`src/rtl/alu_sequencer.sv`:
```
// alu_sequencer: command-driven sequencer that owns an NREG x DW register file
// and drives an external ALU. It accepts one command at a time, issues ALU ops
// (cmd_op[3]==0) or performs register ops (cmd_op[3]==1), writes the result
// back and returns a one-cycle response.
//
// Ports:
//   CLK, RST                      clock; synchronous active-low reset
//   cmd_valid/cmd_ready           command handshake
//   cmd_op/rd/ra/rb/imm           command fields, captured at acceptance
//   alu_en/opcode/a/b             ALU issue strobe and operands
//   alu_result/alu_cf             ALU result and carry, valid ALU_LAT after issue
//   rsp_valid/data/cf/err         one-cycle completion response
//   cf_flag                       architectural carry flag
//   busy                          sequencer not idle
module alu_sequencer #(
  parameter int DW      = 16,
  parameter int NREG    = 8,
  parameter int ALU_LAT = 1
) (
  input  logic                    CLK,
  input  logic                    RST,
  input  logic                    cmd_valid,
  output logic                    cmd_ready,
  input  logic [3:0]              cmd_op,
  input  logic [$clog2(NREG)-1:0] cmd_rd,
  input  logic [$clog2(NREG)-1:0] cmd_ra,
  input  logic [$clog2(NREG)-1:0] cmd_rb,
  input  logic [DW-1:0]           cmd_imm,
  output logic                    alu_en,
  output logic [3:0]              alu_opcode,
  output logic [DW-1:0]           alu_a,
  output logic [DW-1:0]           alu_b,
  input  logic [DW-1:0]           alu_result,
  input  logic                    alu_cf,
  output logic                    rsp_valid,
  output logic [DW-1:0]           rsp_data,
  output logic                    rsp_cf,
  output logic                    rsp_err,
  output logic                    cf_flag,
  output logic                    busy
);
  localparam int AW = $clog2(NREG);
  localparam int CW = (ALU_LAT > 1) ? $clog2(ALU_LAT) : 1;

  typedef enum logic [2:0] {S_IDLE, S_ISSUE, S_WAIT, S_EXEC, S_DONE} state_e;

  state_e                   state_q, state_d;
  logic [CW-1:0]            cnt_q, cnt_d;
  logic [NREG-1:0][DW-1:0]  rf_q;
  logic [3:0]               op_q;
  logic [AW-1:0]            rd_q, ra_q;
  logic [DW-1:0]            imm_q;
  logic                     cf_q;
  logic [DW-1:0]            alu_a_q, alu_b_q;
  logic [3:0]               alu_op_q;
  logic [DW-1:0]            rsp_data_q, rsp_data_d;
  logic                     rsp_err_q, rsp_err_d;

  logic                     accept;
  logic                     rf_we;
  logic [DW-1:0]            rf_wdata;
  logic                     cf_we, cf_wdata;

  assign cmd_ready  = (state_q == S_IDLE) & RST;
  assign accept     = cmd_valid & cmd_ready;
  assign alu_en     = (state_q == S_ISSUE);
  assign alu_a      = alu_a_q;
  assign alu_b      = alu_b_q;
  assign alu_opcode = alu_op_q;
  assign rsp_valid  = (state_q == S_DONE);
  assign rsp_cf     = rsp_valid & cf_q;
  assign rsp_data   = rsp_data_q;
  assign rsp_err    = rsp_err_q;
  assign cf_flag    = cf_q;
  assign busy       = (state_q != S_IDLE);

  always_comb begin
    state_d    = state_q;
    cnt_d      = cnt_q;
    rf_we      = 1'b0;
    rf_wdata   = '0;
    cf_we      = 1'b0;
    cf_wdata   = 1'b0;
    rsp_data_d = rsp_data_q;
    rsp_err_d  = rsp_err_q;
    case (state_q)
      S_IDLE: if (accept) begin
        state_d   = cmd_op[3] ? S_EXEC : S_ISSUE;
        rsp_err_d = 1'b0;
      end
      S_ISSUE: begin
        state_d = S_WAIT;
        cnt_d   = CW'(ALU_LAT - 1);
      end
      S_WAIT: begin
        if (cnt_q == '0) begin
          rf_we      = 1'b1;
          rf_wdata   = alu_result;
          cf_we      = 1'b1;
          cf_wdata   = alu_cf;
          rsp_data_d = alu_result;
          state_d    = S_DONE;
        end else begin
          cnt_d = cnt_q - CW'(1);
        end
      end
      S_EXEC: begin
        state_d = S_DONE;
        case (op_q[2:0])
          3'b000: begin rf_we = 1'b1; rf_wdata = imm_q;       rsp_data_d = imm_q;       end
          3'b001: begin rf_we = 1'b1; rf_wdata = rf_q[ra_q];  rsp_data_d = rf_q[ra_q];  end
          3'b010: rsp_data_d = rf_q[ra_q];
          3'b011: begin cf_we = 1'b1; cf_wdata = 1'b0; rsp_data_d = '0; end
          default: begin rsp_data_d = '0; rsp_err_d = 1'b1; end
        endcase
      end
      S_DONE:  state_d = S_IDLE;
      default: state_d = S_IDLE;
    endcase
  end

  always_ff @(posedge CLK) begin
    if (!RST) begin
      state_q    <= S_IDLE;
      cnt_q      <= '0;
      rf_q       <= '0;
      op_q       <= '0;
      rd_q       <= '0;
      ra_q       <= '0;
      imm_q      <= '0;
      cf_q       <= 1'b0;
      alu_a_q    <= '0;
      alu_b_q    <= '0;
      alu_op_q   <= '0;
      rsp_data_q <= '0;
      rsp_err_q  <= 1'b0;
    end else begin
      state_q    <= state_d;
      cnt_q      <= cnt_d;
      rsp_data_q <= rsp_data_d;
      rsp_err_q  <= rsp_err_d;
      if (accept) begin
        op_q  <= cmd_op;
        rd_q  <= cmd_rd;
        ra_q  <= cmd_ra;
        imm_q <= cmd_imm;
        // No write can be pending while idle, so sampling the operands here
        // equals reading them in ISSUE; the registers then hold through WAIT.
        if (!cmd_op[3]) begin
          alu_a_q  <= rf_q[cmd_ra];
          alu_b_q  <= rf_q[cmd_rb];
          alu_op_q <= cmd_op;
        end
      end
      if (rf_we) rf_q[rd_q] <= rf_wdata;
      if (cf_we) cf_q <= cf_wdata;
    end
  end
endmodule

```
`config.mk`:
```
export PLATFORM = sky130hd
export DESIGN_NAME = alu_sequencer
export DESIGN_NICKNAME = d
export VERILOG_FILES = /design/src/rtl/alu_sequencer.sv
export SDC_FILE = /design/constraint.sdc
export NUM_CORES = 1
export LEC_CHECK = 0
export ABC_CLOCK_PERIOD_IN_PS = 4400
export BUFFER_PORTS_ARGS = -buffer_cell sky130_fd_sc_hd__clkbuf_2
export CAP_MARGIN = 20
export CORE_MARGIN = 2
export CORE_UTILIZATION = 29
export DETAILED_ROUTE_END_ITERATION = 8
export PLACE_DENSITY = 0.42
export SLEW_MARGIN = 30
export SYNTH_ARGS = -nofsm -noshare
export SYNTH_HDL_FRONTEND = slang
export SYNTH_SLANG_ARGS = --single-unit
```
`constraint.sdc`:
```
create_clock -name CLK -period 4.4 [get_ports CLK]
set_input_delay 0.88 -clock CLK [delete_from_list [all_inputs] [get_ports CLK]]
set_output_delay 0.88 -clock CLK [all_outputs]
set_load 0.02 [all_outputs]
```
## Word level (Yosys, flattened, before mapping)

Cells that the tools add are included.

| storage, ports and cells | value |
|---|---|
| output and inout bits | 59 |
| logic and storage cells | 85 |
| bits in registers | 210 |

| cells by class | value |
|---|---|
| mux-type cells | 31 |
| reduce and logical (&&, ||, !) cells | 14 |
| equality and inequality tests | 10 |
| $lt $le $gt $ge | 5 |
| bitwise operators | 4 |
| add/subtract/negate cells | 1 |

Operators by type and width:

| cell | number |
|---|---|
| $bmux W16 S3 | 3 |
| $bwmux W128 | 1 |
| $pmux W16 S2 | 4 |
| $mux W16 | 6 |
| $demux W16 S3 | 1 |
| $lt A3 B4 Y1 const B | 4 |
| $eq A3 B2 Y1 const B | 4 |
| $pmux W3 S4 | 1 |
| $mux W1 | 8 |
| $pmux W1 S2 | 4 |
| $eq A3 B1 Y1 const B | 2 |
| $logic_not A3 Y1 | 2 |
| $mux W3 | 2 |
| $ne A2 B2 Y1 const B | 3 |
| $reduce_and A2 Y1 | 3 |
| $reduce_bool A2 Y1 | 3 |
| $reduce_or A2 Y1 | 2 |
| $reduce_or A4 Y1 | 1 |
| $and A1 B1 Y1 | 3 |
| $eq A3 B3 Y1 const B | 1 |
| $ge A3 B1 Y1 const B | 1 |
| $reduce_and A3 Y1 | 1 |
| $reduce_bool A3 Y1 | 1 |
| $mux W2 | 1 |
| other kinds (3) | 3 |

## Logic depth before layout (Yosys ltp)

Gate-level depths: netlist (run 1).

| depth | value |
|---|---|
| depth in word-level cells | 5 |
| mapped depth | 7 |
| mapped depth without buffers | 5 |

## Least setup slack after synthesis (run 1)

No wires, ideal clock.

| timing path | value |
|---|---|
| path kind | in2out |
| start | input RST |
| end | output cmd_ready |
| required time | 3.520 ns |
| setup slack | 1.955 ns |
| data arrival time | 1.565 ns |
| path buffers | 1 |
| stages | 2 |
| cell sequence | clkbuf_1 nor4b_2 |

| on the way | value |
|---|---|
| word-level cells in the longest chain between the ends | 1 |

RTL lines:

| element | RTL line | source |
|---|---|---|
| start: declaration | 21 | `input logic RST,` |
| $and A1 B1 Y1 | 64 | `assign cmd_ready = (state_q == S_IDLE) & RST;` |
| end: declaration | 23 | `output logic cmd_ready,` |

Every way passes these cells.

## Worst setup path in the final report (run 1)

| timing path | value |
|---|---|
| start | register state_q[1] |
| end | register rf_q[46] in the netlist's numbering |

| on the way | value |
|---|---|
| word-level cells in the longest chain between the ends | 3 |
| elaborated cells on any way between the ends | 5 |
| those cells by class | eq/ne: 2; mux: 3 |

RTL lines:

| element | RTL line | source |
|---|---|---|
| start: declaration | 47 | `state_e state_q, state_d;` |
| start signal: assignment | 138 | `state_q <= state_d;` |
| $eq A3 B2 Y1 | 86 | `case (state_q)` |
| $pmux W16 S2 | 86 |  |
| $bwmux W128 | 155 | `if (rf_we) rf_q[rd_q] <= rf_wdata;` |
| end signal: indexed assignment | 155 |  |
| end: declaration | 49 | `logic [NREG-1:0][DW-1:0] rf_q;` |

Several ways; a longest one is shown, not always the timed one.
A chain may end at the register's enable or synchronous reset.

==> results.md, run 1 <==
* Status: finished, final reports clean
* Leakage power at 0.00431 uW
* P&R area growth vs syn at 15.8%
* 1st-pass router iterations at 6
* CTS Buffer Depth at 3
* CP Cell Sequence: nand2b_2, nor4_4, nand2_1, o32ai_1
* Post-synthesis async set-or-reset flop share at 0
* Die X at 199 um
* Tmin final at 2710 ps
* PD cells at 368 mW/mm^2
* Maximum capacitance violations at 0
* Sequential area share after synthesis at 0.378
* Quantity of hold-fixing buffers added after cts at 0
* Clk_lat worst skew at 540 ps
* Top Ports at 108
* P_int at 3360 uW
* Combinational share of power at 0.139
* DR DRC count at 0
* Reg2Reg Depth at 4
* Layout Cells excl Fill at between 1500 and 2000
* Sink Count at 209
* Syn Nets at 1140
* YS warnings at 0
* Post-Route Skew at 18.9 ps
* GR Util All Layers at 0.204
* Share of layout cells above drive strength 1 at 0.250
* Setup_tns at 0 ps
* Setup-failing EPs final at 0
* Area of the core at 0.0376 mm^2
* WL/cell at between 20 and 25 um
* RSZ-0062 raised after global routing: no
* Crit path capture type: flip-flop
* Synthesized flop and latch total at between 200 and 250
* Fmax at 0.369 GHz
* GRT overflow at 0
* Clock transition at path regs at 60 ps
* Sw frac at 0.286
* Total power at 4710 uW
* Netlist cell types at 51
* Multi-input gate area at between 0.006 and 0.007 mm^2
* Crit-path slowest cell: nor4_4
* Vias per std cell at 5.63
* Post-CTS Setup Bufs at 0
* Period utilisation layout at 0.617
* Die footprint at 0.0397 mm^2
* Reg power frac at 0.429
* Fillcell total at 3838
* CP Class: reg -> reg
* First-pass GRT wire length at 61200 um
* Reg area at approximately 0.0042 mm^2
* ANT cells at 0
* Routed Antenna Nets at 0
* DP Cell Count at about 1600
* Ys flop type: dfxtp_1
* Largest net degree at the start of global routing at 195
* DRT Wirelength at 40500 um
* Final HPWL DP at 26300 um
* Post-synth EDFFs at 0
* Layout Nets at 1202
* Hold Vio Cnt, Final at 0
* Hold Slack at 459 ps
* Setup WS post-layout at around 1700 ps
* Most common cell after layout, fill and taps aside: dfxtp_1
* Worst path max stage delay at 760 ps
* Clock root cell: clkbuf_16
* Worst EP arrival at 3130 ps
* Mapped Cells at 1091
* 1st-iter DRT viols at 969
* Crit Path Max Fanout at 14
* Die height at 199 um
* CP Data Required Time at 4820 ps
* Startpoint Class: flip-flop
* Dpl ws at 1480 ps
* Hold path depth at 2
* Vias in the first global route at 9231
* Worst-Margin Slew at about 1100 ps
* Cell row count at 71
* CTS buffer count at 27
* Port bufs at 106
* Initial antenna violation count at 0
* TritonCTS clock tree: built
* Clk pwr share at 0.432
* Post-CTS Resized at 0
* Psw at 1340 uW
* Synthesized cell area at 0.0111 mm^2
* Max-slew violations at 0
* H-tree levels at 1
* Hold Path Class: reg -> reg
* Routed via count at 9478
* Starting Density at 0.294
* Most frequent cells in the layout: dfxtp_1 (208), nand2_1 (133), o21ai_0 (114)
* Gp weighted congestion at a little under 0.8
* VDD IR max at 0.000247 V
* Average size of a mapped cell at 10.1 um^2
* Slew headroom at 0.252
## cells in the mapped netlist, types with 16 or more instances
cell	n	area share
dfxtp_1	209	0.38
a22oi_1	29	0.020
buf_4	16	0.011
clkbuf_1	44	0.015
a21oi_1	47	0.021
nand3_1	16	0.0072
buf_2	38	0.017
nand2_1	133	0.045
mux2i_1	99	0.090
nor2_1	23	0.0078
o21ai_0	114	0.052
a31oi_1	56	0.032
o32ai_1	64	0.051
mux4_2	64	0.13
## final cells by class
cell class / instances / area share
tap: 511 / 0.0499
sequential: 209 / 0.327
clock inverter: 4 / 0.00156
inverter: 2 / 0.000586
timing repair buffer: 139 / 0.0626
multi-input combinational: 774 / 0.498
clock buffer: 43 / 0.0606
## path summary, 6_finish.rpt
check | start | end | slack (ps)
max | state_q[1] | rf_q[46] | 1690
min | imm_q[0] | imm_q[0] | 460
max reg2reg | state_q[1] | rf_q[46] | 1690
min reg2reg | imm_q[0] | imm_q[0] | 460
## power by group through the flow
stage | combinational, uW | sequential, uW | clock [uW]
after CTS | 654 | 2020 | 2080
after global routing | 712 | 2030 | 2170
after global placement | 645 | 2060 | 0
after detailed placement | 652 | 2060 | 0
final | 656 | 2020 | 2030
after floorplan | 442 | 2040 | 0
## per-layer routing
layer | share of wire | vias to the layer above | global-route usage
met4 | 0.012 | 0 | 0.0337
met2 | 0.42 | 339 | 0.297
li1 | - | 4429 | -
met1 | 0.50 | 4676 | 0.314
met3 | 0.068 | 34 | 0.0368
met5 | 0 | - | 0
## sequential cells by signal, summed over array words and instances (netlist names)
| name | cells |
|---|---|
| alu_a | 16 |
| ra_q | 3 |
| rsp_data | 16 |
| rf_q | 128 |
| rsp_err | 1 |
| alu_b | 16 |
| imm_q | 16 |
| alu_opcode | 3 |
| state_q | 3 |
| cf_flag | 1 |
| op_q | 3 |
| rd_q | 3 |
## critical path: cells and delay by family (launching register included)
kind             cells  cell delay [ps]
flip-flops           1              590
AND/OR/NAND/NOR      3             1580
AO/OA/AOI/OAI        1              420
## cells by family (layout without fill, tap and decap cells)
| logic type | after synthesis | after routing | share of synthesized area |
|---|---|---|---|
| compound gates | 394 | 394 | 0.247 |
| flops | 209 | 209 | 0.378 |
| buf+inv | 108 | 188 | 0.0488 |
| other cells | 1 | 1 | 0.000339 |
| mux | 163 | 163 | 0.220 |
| simple gates | 215 | 215 | 0.105 |
| xor+xnor | 1 | 1 | 0.000792 |
## stage by stage
step	utilization	instance area (um^2)
3_3_place_gp	0.318	11900
2_1_floorplan	-	11100
6_report	0.341	12800
5_1_grt	0.341	12800
4_1_cts	0.340	12800
3_5_place_dp	0.319	12000
Note: power is estimated with default switching activity, not from simulation.
==> run 2: changes to the inputs <==
Settings changed: ABC_CLOCK_PERIOD_IN_PS 4400 to 2720.
Clock period 4.4 ns to 2.72 ns, I/O delays scaled along.
==> run 2 against run 1 <==
Flip-flop and latch count unchanged. Count of clock-buffer cells in the layout fell by 6. Design area increased by 2.3%. Hold slack got worse by 250 ps. Highest routed layer unchanged.
==> results.md, run 2 (same netlist as run 1, synthesis figures left out) <==
* Top reg by flops: rf_q (unchanged)
* Quantity of hold-fixing buffers added after cts at 0 (unchanged)
* Dpl ws at 526 ps (was 1480 ps)
* Final Instance Area at 0.0131 mm^2 (was 0.0128 mm^2)
* Worst EP arrival at 2620 ps (was 3130 ps)
* Die footprint at 0.0397 mm^2 (unchanged)
* Period utilisation layout at 0.825 (was 0.617)
* Final HPWL DP at 27400 um (was 26300 um)
* Slew headroom at 0.304 (was 0.252)
* Gp weighted congestion at 0.800 (was 0.783)
* CP Class: reg -> reg (unchanged)
* 1st-pass router iterations at 7 (was 6)
* Setup-failing EPs final at 0 (unchanged)
* DR DRC count at 0 (unchanged)
* ANT cells at 0 (unchanged)
* P&R area growth vs syn at 18.4% (was 15.8%)
* Startpoint Class: flip-flop (unchanged)
* Finished Core Util at 0.348 (was 0.341)
* Dpl cell area at 0.0122 mm^2 (was 0.0120 mm^2)
* Die X at 199 um (unchanged)
* Initial antenna violation count at 0 (unchanged)
* Hold Vio Cnt, Final at 0 (unchanged)
* Leakage power at 0.00448 uW (was 0.00431 uW)
* Worst-Margin Slew at 1040 ps (was 1120 ps)
* PD cells at 594 mW/mm^2 (was 368 mW/mm^2)
* Crit path capture type: flip-flop (unchanged)
* VDD IR max at 0.000425 V (was 0.000247 V)
* Area of the core at 0.0376 mm^2 (unchanged)
* RSZ-0062 raised after global routing: no (unchanged)
* Share of layout cells above drive strength 1 at 0.269 (was 0.250)
* Port bufs at 106 (unchanged)
* Post-Route Skew at 14.2 ps (was 18.9 ps)
* Largest net degree at the start of global routing at 115 (was 195)
* Top Ports at 108 (unchanged)
* TritonCTS clock tree: built (unchanged)
* CTS Buffer Depth at 3 (unchanged)
* Tmin final at 2240 ps (was 2710 ps)
* Post-CTS Resized at 0 (unchanged)
* Setup WS post-layout at 477 ps (was 1690 ps)
* Layout Nets at 1227 (was 1202)
* Maximum capacitance violations at 0 (unchanged)
* GR Util All Layers at 0.203 (was 0.204)
* Vias per std cell at 5.58 (was 5.63)
* Fmax at 0.446 GHz (was 0.369 GHz)
* Setup_tns at 0 ps (unchanged)
* Routed via count at 9534 (was 9478)
* Cell row count at 71 (unchanged)
* 1st-iter DRT viols at 821 (was 969)
* Most common cell after layout, fill and taps aside: dfxtp_1 (unchanged)
* Clk_lat worst skew at 540 ps (about the same)
* GRT overflow at 0 (unchanged)
* Post-CTS Setup Bufs at 0 (unchanged)
* H-tree levels at 1 (unchanged)
* Starting Density at 0.294 (unchanged)
* Hold Slack at 206 ps (was 459 ps)
* Routed Antenna Nets at 0 (unchanged)
* DRT Wirelength at 40700 um (was 40500 um)
* Status: finished, final reports clean (unchanged)
* CP Data Required Time at 3100 ps (was 4820 ps)
* Sink Count at 209 (unchanged)
* CTS buffer count at 26 (was 27)
* Most frequent cells in the layout: dfxtp_1 (208), nand2_1 (133), o21ai_0 (114) (unchanged)
* Die height at 199 um (unchanged)
* Crit Path Max Fanout at 10 (was 14)
* Clock root cell: clkbuf_16 (unchanged)
* Vias in the first global route at 9022 (was 9231)
* Max-slew violations at 0 (unchanged)
* Largest register FFs at 128 (unchanged)
* Hold Path Class: in -> reg (was reg -> reg)
* Clock transition at path regs at 60 ps (about the same)
* WL/cell at 23.8 um (was 24.1 um)
* First-pass GRT wire length at 60700 um (was 61200 um)
-- run 2: cell types whose count changed in the layout (fill, tap and decap cells not counted), sizes merged --
cell and change:
buf +26, clkbuf -6, clkinv +4, clkinvlp +3
-- run 2: per-stage QoR --
| stage | std cells | power (uW) |
|---|---|---|
| 6_report | 1709 | 7770 |
| 3_3_place_gp | 1661 | 4440 |
| 3_5_place_dp | 1661 | 4440 |
| 5_1_grt | 1709 | 8060 |
| 4_1_cts | 1709 | 7860 |
| 2_1_floorplan | 1091 | 4020 |
-- run 2: area by class of cell --
| class | instances | area (um^2) |
|---|---|---|
| Clock buffer | 37 | 773 |
| Clock inverter | 11 | 62.6 |
| Fill cell | 3881 | 24500 |
| Inverter | 2 | 7.51 |
| Multi-Input combinational cell | 774 | 6340 |
| Sequential cell | 209 | 4190 |
| Tap cell | 511 | 639 |
| Timing Repair Buffer | 165 | 1080 |
-- run 2: path summary, 6_finish.rpt --
path / from / endpoint / slack, ps / cells after the start
min: cmd_imm[7] / imm_q[7] / 210 / 3
min reg2reg: imm_q[1] / imm_q[1] / 460 / 2
max reg2reg: state_q[2] / rf_q[35] / 480 / 3
max: state_q[2] / rf_q[35] / 480 / 3
-- run 2: metal layers --
| layer | share of wire | track usage | up-vias |
|---|---|---|---|
| met5 | 0 | 0 | - |
| met4 | 0.012 | 0.0387 | 0 |
| met3 | 0.063 | 0.0338 | 35 |
| met2 | 0.43 | 0.302 | 334 |
| met1 | 0.49 | 0.307 | 4690 |
| li1 | - | - | 4475 |
-- run 2: report_power, final --
group | switching (uW) | internal [uW]
Combinational | 731 | 406
Clock | 1420 | 1970
Sequential | 94.3 | 3150
-- run 2: critical path: stages, from the launching register on --
cell and delay, ps:
dfxtp_1 520, nand3b_1 460, a2bb2oi_1 900, o32ai_1 190
